$ cat src/rtl/boot_loader.sv
// Framed byte-stream loader: writes a program image into ROM through its write port,
// verifies the checksum, then releases the CPU from reset.
module boot_loader #(
    parameter logic [7:0]  SYNC_BYTE     = 8'hA5,
    parameter int unsigned RELEASE_DELAY = 4
) (
    input  logic       clk,
    input  logic       reset,
    input  logic [7:0] in_data,
    input  logic       in_valid,
    output logic       in_ready,
    input  logic       reload,
    output logic       rom_we,
    output logic [7:0] rom_waddr,
    output logic [7:0] rom_wdata,
    output logic       cpu_reset,
    output logic       load_done,
    output logic       load_err,
    output logic [8:0] byte_cnt
);

    localparam logic [2:0] S_IDLE    = 3'd0;
    localparam logic [2:0] S_ADDR    = 3'd1;
    localparam logic [2:0] S_LEN     = 3'd2;
    localparam logic [2:0] S_DATA    = 3'd3;
    localparam logic [2:0] S_CSUM    = 3'd4;
    localparam logic [2:0] S_RELEASE = 3'd5;
    localparam logic [2:0] S_RUN     = 3'd6;
    localparam logic [2:0] S_ERROR   = 3'd7;

    logic [2:0] state;
    logic [7:0] addr_ptr;
    logic [8:0] remaining;
    logic [7:0] sum;
    logic [7:0] delay_cnt;
    logic       xfer;
    logic [7:0] csum_total;

    assign xfer       = in_valid & in_ready;
    assign csum_total = sum + in_data;

    always_ff @(posedge clk or negedge reset) begin
        if (!reset) begin
            state     <= S_IDLE;
            addr_ptr  <= '0;
            remaining <= '0;
            sum       <= '0;
            delay_cnt <= '0;
            in_ready  <= 1'b1;
            rom_we    <= 1'b0;
            rom_waddr <= '0;
            rom_wdata <= '0;
            cpu_reset <= 1'b1;
            load_done <= 1'b0;
            load_err  <= 1'b0;
            byte_cnt  <= '0;
        end else begin
            rom_we <= 1'b0;
            case (state)
                S_IDLE, S_ERROR: begin
                    if (xfer && in_data == SYNC_BYTE)
                        state <= S_ADDR;
                end
                S_ADDR: begin
                    if (xfer) begin
                        addr_ptr <= in_data;
                        state    <= S_LEN;
                    end
                end
                S_LEN: begin
                    if (xfer) begin
                        // LEN of zero encodes a full 256-byte page
                        remaining <= (in_data == 8'h00) ? 9'd256 : {1'b0, in_data};
                        sum       <= '0;
                        byte_cnt  <= '0;
                        state     <= S_DATA;
                    end
                end
                S_DATA: begin
                    if (xfer) begin
                        rom_we    <= 1'b1;
                        rom_waddr <= addr_ptr;
                        rom_wdata <= in_data;
                        addr_ptr  <= addr_ptr + 8'd1;
                        sum       <= csum_total;
                        byte_cnt  <= byte_cnt + 9'd1;
                        remaining <= remaining - 9'd1;
                        if (remaining == 9'd1)
                            state <= S_CSUM;
                    end
                end
                S_CSUM: begin
                    if (xfer) begin
                        if (csum_total == 8'h00) begin
                            load_err  <= 1'b0;
                            in_ready  <= 1'b0;
                            delay_cnt <= 8'(RELEASE_DELAY - 1);
                            state     <= S_RELEASE;
                        end else begin
                            load_err <= 1'b1;
                            state    <= S_ERROR;
                        end
                    end
                end
                S_RELEASE: begin
                    if (delay_cnt == 8'd0) begin
                        cpu_reset <= 1'b0;
                        load_done <= 1'b1;
                        state     <= S_RUN;
                    end else begin
                        delay_cnt <= delay_cnt - 8'd1;
                    end
                end
                S_RUN: begin
                    if (reload) begin
                        cpu_reset <= 1'b1;
                        load_done <= 1'b0;
                        in_ready  <= 1'b1;
                        state     <= S_IDLE;
                    end
                end
                default: state <= S_IDLE;
            endcase
        end
    end

endmodule
$ cat config.mk
export PLATFORM = sky130hd
export DESIGN_NAME = boot_loader
export DESIGN_NICKNAME = d
export VERILOG_FILES = /design/src/rtl/boot_loader.sv
export SDC_FILE = /design/constraint.sdc
export NUM_CORES = 1
export LEC_CHECK = 0
export CORE_MARGIN = 5
export CORE_UTILIZATION = 51
export CTS_CLUSTER_SIZE = 14
export DETAILED_ROUTE_END_ITERATION = 10
export PLACE_DENSITY = 0.83
export SYNTH_ARGS = -nofsm -noshare
export SYNTH_HDL_FRONTEND = slang
export SYNTH_SLANG_ARGS = --single-unit
$ cat constraint.sdc
create_clock -name clk -period 2.4 [get_ports clk]
set_input_delay 0.72 -clock clk [delete_from_list [all_inputs] [get_ports clk]]
set_output_delay 0.72 -clock clk [all_outputs]
set_load 0.01 [all_outputs]
==> reports/results.tsv, run 1 <==
metric	value	unit
status	complete, no violations	
worst_slew_pin_slew	0.459	ns
p_sw	545	uW
drt_pass1_iterations	5	
yosysTopAreaCell	dfrtp_1	
netlist_area	3610	um^2
setup_tns	0	ns
reg2reg_depth	9	
period_minus_slack	2.39	ns
netlist_instances	408	
rows	30	
dieArea	8860	um^2
synth_ff_type	dfrtp_1	
grt_pass1_vias	3548	
cp-start-kind	input pin	
grt_max_degree	67	
leakage	0.00221	uW
drcViolationCount	0	
peakVddDrop	0.347	mV
antenna_found_initial	0	
drtAntennaViolNets	0	
drv_cap	0	
placed_area	4420	um^2
drive_gt1_frac	0.213	
syn_nets	433	
cts_sinks	66	
diodes	0	
htreeDepth	3	
core	6830	um^2
crit_path_end_kind	flop	
critPathMaxFanout	8	
worst_ep_arrival_time	2.63	ns
grt_overflow	0	
fmax	418	MHz
cts.path.max_buffers	2	
die_y	94.1	um
slew_violations	0	
synth_edf_count	0	
finalCritPeriodShare	0.998	
routed_wl	10500	um
slew_headroom	0.693	
syn_area_per_cell	8.85	um^2
synthTopCellsByArea	dfrtp_1, nand2_1, ha_1, nor2_1, o21ai_0	
tritoncts	built	
synthArstFlopShare	1.00	
yosysWarnings	0	
cts_buffers	9	
hold_viol_final	0	
clk_pin_slew	0.08	ns
powerDensity	492	nW/um^2
cts_root_buf	clkbuf_8	
synth_top_area_frac	0.444	
setup_violations	0	
grt_first_pass_wirelength	17100	um
postCtsHoldBufs	0	
hpwl	6510	um
p_int	1870	uW
drt-initial-drc-count	304	
power_frac_seq	0.461	
synth_cell_types	56	
worst_clock_skew	0.00431	ns
nets	512	
crit_required	2.64	ns
place.gp.congestion	0.915	
p_comb_frac	0.060	
start_util	0.528	
dieWidth	94.1	um
sw_frac_of_total	0.226	
worstSetupPathType	input pin to flop	
area_growth	35.7	%
fin_area	4900	um^2
via_count	3544	
port_buffers	41	
total_power	2410	uW
hp-class	input pin to async pin	
ios	42	
insertion_delay	0.35	ns
grt.total_usage	0.245	
ys_seq_area_frac	0.458	
synth-seq-cells	66	
r2r_slack	0.03	ns
clock_power_share	0.479	
detail_route.wl_per_cell	17.9	um
vias_per_cell	6.03	
rsz0062_at_grt	true	
fillers	514	
==> logic make-up after synthesis <==
logic type | synth area share
AO/OA/AOI/OAI | 0.199
adder cells (fa/ha/maj) | 0.0471
XOR/XNOR | 0.0146
flip-flops | 0.458
buffers and inverters | 0.0354
AND/OR/NAND/NOR | 0.240
multiplexers | 0.00555
==> placed cells by master (no fill, tap or decap), drive strengths merged, types with 3 or more instances in the layout <==
cell type,count
nand4,3
or3,3
nand2,85
clkbuf,11
a31oi,8
nor4,8
a31o,6
dlygate4sd2,5
nand3,11
nor3b,4
and3,9
bufinv,3
clkdlybuf4s50,33
o21ai,38
nand3b,4
ha,12
inv,12
nand2b,3
nor2b,3
buf,45
a22o,10
nor3,11
xor2,6
dfrtp,64
nor2,33
a32o,3
a21oi,23
==> final cells by class <==
type / count / area [um^2] / share of cell area
Tap cell: 96 / 120 / 0.0245
Sequential cell: 66 / 1650 / 0.338
Clock inverter: 6 / 114 / 0.0232
Timing Repair Buffer: 84 / 776 / 0.158
Multi-Input combinational cell: 315 / 2060 / 0.422
Clock buffer: 10 / 128 / 0.0261
Inverter: 11 / 41.3 / 0.00843
==> synth_stat cells, types with 8 or more instances <==
master,count
dfrtp_1,64
o21ai_0,24
a22o_1,9
a21oi_1,21
nor3_1,11
and3_1,9
nor2_1,33
nand2_1,85
a31oi_1,8
nand3_1,11
ha_1,12
inv_1,9
clkbuf_1,12
o21ai_1,14
==> state kept, by name, summed over array words and instances, names as in the netlist, 3 cells and up <==
signal / count
addr_ptr: 8
remaining: 9
rom_wdata: 8
state: 3
sum: 8
delay_cnt: 8
byte_cnt: 9
rom_waddr: 8
==> routing by layer <==
metal / vias up / global-route usage / share of wire
met3: 37 / 0.0441 / 0.055
li1: 1635 / - / -
met2: 147 / 0.394 / 0.49
met5: - / 0 / 0
met1: 1725 / 0.314 / 0.42
met4: 0 / 0.130 / 0.035
==> worst max-delay path, stage by stage <==
cell and delay (ns):
buf_6 0.10, ha_4 0.15, fa_2 0.37, a211oi_4 0.27
buf_4 0.16, or3b_4 0.14, nand3_4 0.08, nor3_4 0.18
nand3_4 0.16, a32o_1 0.30
==> repair_timing <==
item                                    CTS  global route
setup buffers                             2             4
endpoints found under the setup margin   12            12
resized for setup                        24            25
pin swaps                                 9            14
==> stage by stage <==
stage | instances | util | setup slack [ns] | hold slack [ns]
CTS | 585 | 0.696 | 0.00270 | 0.390
finish | 588 | 0.717 | 0.00567 | 0.349
detailed placement | 567 | 0.647 | -0.767 | 0.462
floorplan | 408 | - | -0.0489 | 0.424
global route | 588 | 0.717 | -0.0400 | 0.386
global placement | 567 | 0.647 | -0.675 | 0.457
==> power groups by stage <==
stage               combinational, uW  sequential [uW]  clock (uW)
global placement                  118             1130           0
detailed placement                121             1130           0
finish                            146             1110        1150
CTS                               129             1110        1160
floorplan                        35.3             1130           0
global route                      160             1110        1230
==> path summary, 6_finish.rpt <==
kind | start | end
worst max-delay path | in_data[0] | delay_cnt[2]$_DFFE_PN0P_
worst min-delay path | reset | state[1]$_DFFE_PN0P_
worst max register to register | sum[0]$_DFFE_PN0P_ | delay_cnt[2]$_DFFE_PN0P_
worst min register to register | rom_wdata[6]$_DFFE_PN0P_ | rom_wdata[6]$_DFFE_PN0P_
max in group asynchronous | reset | rom_wdata[4]$_DFFE_PN0P_
min in group clk | rom_wdata[6]$_DFFE_PN0P_ | rom_wdata[6]$_DFFE_PN0P_
(Power assumes the default switching activity.)
==> run 2: changes to the inputs <==
--- a/config.mk
+++ b/config.mk
@@ -9,6 +9,7 @@
 export CORE_UTILIZATION = 51
 export CTS_CLUSTER_SIZE = 14
 export DETAILED_ROUTE_END_ITERATION = 10
+export MAX_ROUTING_LAYER = met4
 export PLACE_DENSITY = 0.83
 export SYNTH_ARGS = -nofsm -noshare
 export SYNTH_HDL_FRONTEND = slang
==> run 2 against run 1 <==
Against the previous run: the run now ends with negative setup slack left; die area is the same; core utilization is 1.2 points lower; critical path depth unchanged; final area fell by 1.7%; wire length fell by 7.3%; sequential cell count stayed put; hold slack improved by 0.013 ns; non-clock buffer count unchanged; register-to-register slack got worse by 0.13 ns; worst setup slack got worse by 0.14 ns; sequential power barely moved; power down 3.5%.
==> reports/results.tsv, run 2 (synthesis gave the netlist of run 1 again) <==
metric	value	unit	change
fillers	524		+1.9%
crit_required	2.66	ns	+0.02 ns
reg2reg_depth	9		unchanged
dieWidth	94.1	um	unchanged
reg2reg_to	delay_cnt[3]$_DFFE_PN0P_		
hpwl	6510	um	about the same
p_comb_frac	0.059		about the same
setup_violations	11		+11
total_power	2330	uW	-3.5%
drt_pass1_iterations	5		unchanged
clock_power_share	0.463		-0.016
tritoncts	built		
clk_pin_slew	0.08	ns	about the same
cp-start-kind	input pin		
hold_viol_final	0		unchanged
drive_gt1_frac	0.197		-0.0163
pre_cts_ws	-0.785	ns	-0.0180 ns
timing.final.ws_setup	-0.136	ns	-0.142 ns
worst_slew_pin_slew	0.726	ns	+0.267 ns
rows	30		unchanged
port_buffers	41		unchanged
rsz0062_at_grt	true		
nets	512		unchanged
utilization	0.704		-0.0125
drt-initial-drc-count	277		-8.9%
cts_root_buf	clkbuf_8		
worst_clock_skew	0.0131	ns	+0.00875 ns
crit_path_end_kind	flop		
detail_route.wl_per_cell	16.6	um	-7.3%
slew_violations	0		unchanged
p_sw	562	uW	+3.2%
p_int	1760	uW	-5.5%
r2r_slack	-0.10	ns	-0.13 ns
final_cell_count_no_fill	588		unchanged
final_common_cell	nand2_1		
die_y	94.1	um	unchanged
drcViolationCount	0		unchanged
drv_cap	0		unchanged
htreeDepth	3		unchanged
insertion_delay	0.36	ns	about the same
grt_max_degree	67		unchanged
grt.total_usage	0.242		-0.00298
cts_sinks	66		unchanged
most-common-layout-cells	nand2_1, dfrtp_1, buf_4		
sw_frac_of_total	0.242		+0.0158
slowest_delay	0.37	ns	about the same
r2r-start	sum[0]$_DFFE_PN0P_		
worst_ep_arrival_time	2.79	ns	+0.16 ns
ios	42		unchanged
start_util	0.528		unchanged
period_minus_slack	2.54	ns	+0.142 ns
worstPathCellList	buf_8 > ha_4 > fa_2 > buf_6 > a211oi_4 > or3b_1 > nand3_2 > nor3_4 > nand3_4 > a32o_2		
area_growth	33.3	%	
via_count	3520		-0.68%
fmax	394	MHz	-5.6%
grt_first_pass_wirelength	16300	um	-4.4%
place.gp.congestion	0.943		+3.0%
critPathMaxFanout	7		-1
dieArea	8860	um^2	unchanged
failed_checks	negative setup slack		
drtAntennaViolNets	0		unchanged
diodes	0		unchanged
peakVddDrop	0.270	mV	-22%
placed_cells	567		unchanged
grt_overflow	0		unchanged
setup_tns	-0.909	ns	-0.909 ns
routed_wl	9780	um	-7.3%
status	finished, violations left		
crit_slowest_cell	fa_2		
powerDensity	483	nW/um^2	-1.8%
antenna_found_initial	0		unchanged
largest_registers	byte_cnt x9, remaining x9		
worstSetupPathType	input pin to flop		
cts.path.max_buffers	2		unchanged
power_frac_seq	0.478		+0.017
hp-class	input pin to async pin		
finalCritPeriodShare	1.06		+0.0590
vias_per_cell	5.99		-0.68%
cts_buffers	9		unchanged
core	6830	um^2	unchanged
leakage	0.00220	uW	-0.48%
slew_headroom	0.511		-0.182
grt_pass1_vias	3406		-4.0%
[run 2: cell types whose count changed in the layout (fill, tap and decap cells not counted), moves of 2 or more]
cell | before | now
nor2_2 | 2 | 0
a21oi_1 | 16 | 18
clkinvlp_4 | 2 | 0
nor2_1 | 31 | 33
clkinv_4 | 0 | 2
[run 2: worst max path at each step]
stage | start | end | slack (ns) | cells past startpoint
4_1_cts | in_data[0] | delay_cnt[3]$_DFFE_PN0P_ | -0.07 | 8
3_3_place_gp | in_data[0] | delay_cnt[3]$_DFFE_PN0P_ | -0.68 | 8
5_1_grt | in_data[0] | delay_cnt[3]$_DFFE_PN0P_ | -0.17 | 10
6_report | in_data[0] | delay_cnt[3]$_DFFE_PN0P_ | -0.14 | 10
2_1_floorplan | in_data[0] | delay_cnt[3]$_DFFE_PN0P_ | -0.05 | 7
3_5_place_dp | in_data[0] | delay_cnt[3]$_DFFE_PN0P_ | -0.79 | 9
[run 2: cell type report]
type	instances	area, um^2	share of cell area
timing repair buffer	84	779	0.162
sequential	66	1650	0.344
inverter	11	41.3	0.00858
tap	96	120	0.0250
multi-input combinational	315	1990	0.414
clock buffer	9	124	0.0257
clock inverter	7	100	0.0208
[run 2: critical path, delay by kind of cell]
kind                     cells  cell delay, ns
AND/OR/NAND/NOR              4            0.74
AO/OA/AOI/OAI                2            0.57
adder cells (fa/ha/maj)      2            0.52
buffers and inverters        2            0.23
[run 2: power by group through the flow]
stage	Clock (uW)	Combinational [uW]	Sequential (uW)
6_report	1080	137	1110
5_1_grt	1140	149	1110
4_1_cts	1090	132	1110
3_5_place_dp	0	120	1130
3_3_place_gp	0	118	1130
2_1_floorplan	0	35.3	1130
[run 2: per-stage QoR]
stage / cell area, um^2 / hold WS [ns]
final: 4810 / 0.362
after global routing: 4810 / 0.388
after CTS: 4790 / 0.382
after detailed placement: 4420 / 0.462
after global placement: 4420 / 0.457
after floorplan: 3650 / 0.424
[run 2: what timing repair did]
item                       4_1_cts  5_1_grt
hold buffers                     0        0
gates cloned                     0        0
buffers inserted                 4        1
resized for setup               29        7
pin swaps                       11       11
setup endpoints to repair       11       11
[run 2: routing by layer]
layer | up-vias | wire length (um) | GRT usage
met3 | 39 | 752 | 0.0649
met5 | - | 0 | -
met1 | 1696 | 4170 | 0.317
met2 | 159 | 4520 | 0.357
li1 | 1626 | - | -
met4 | 0 | 333 | 0.102
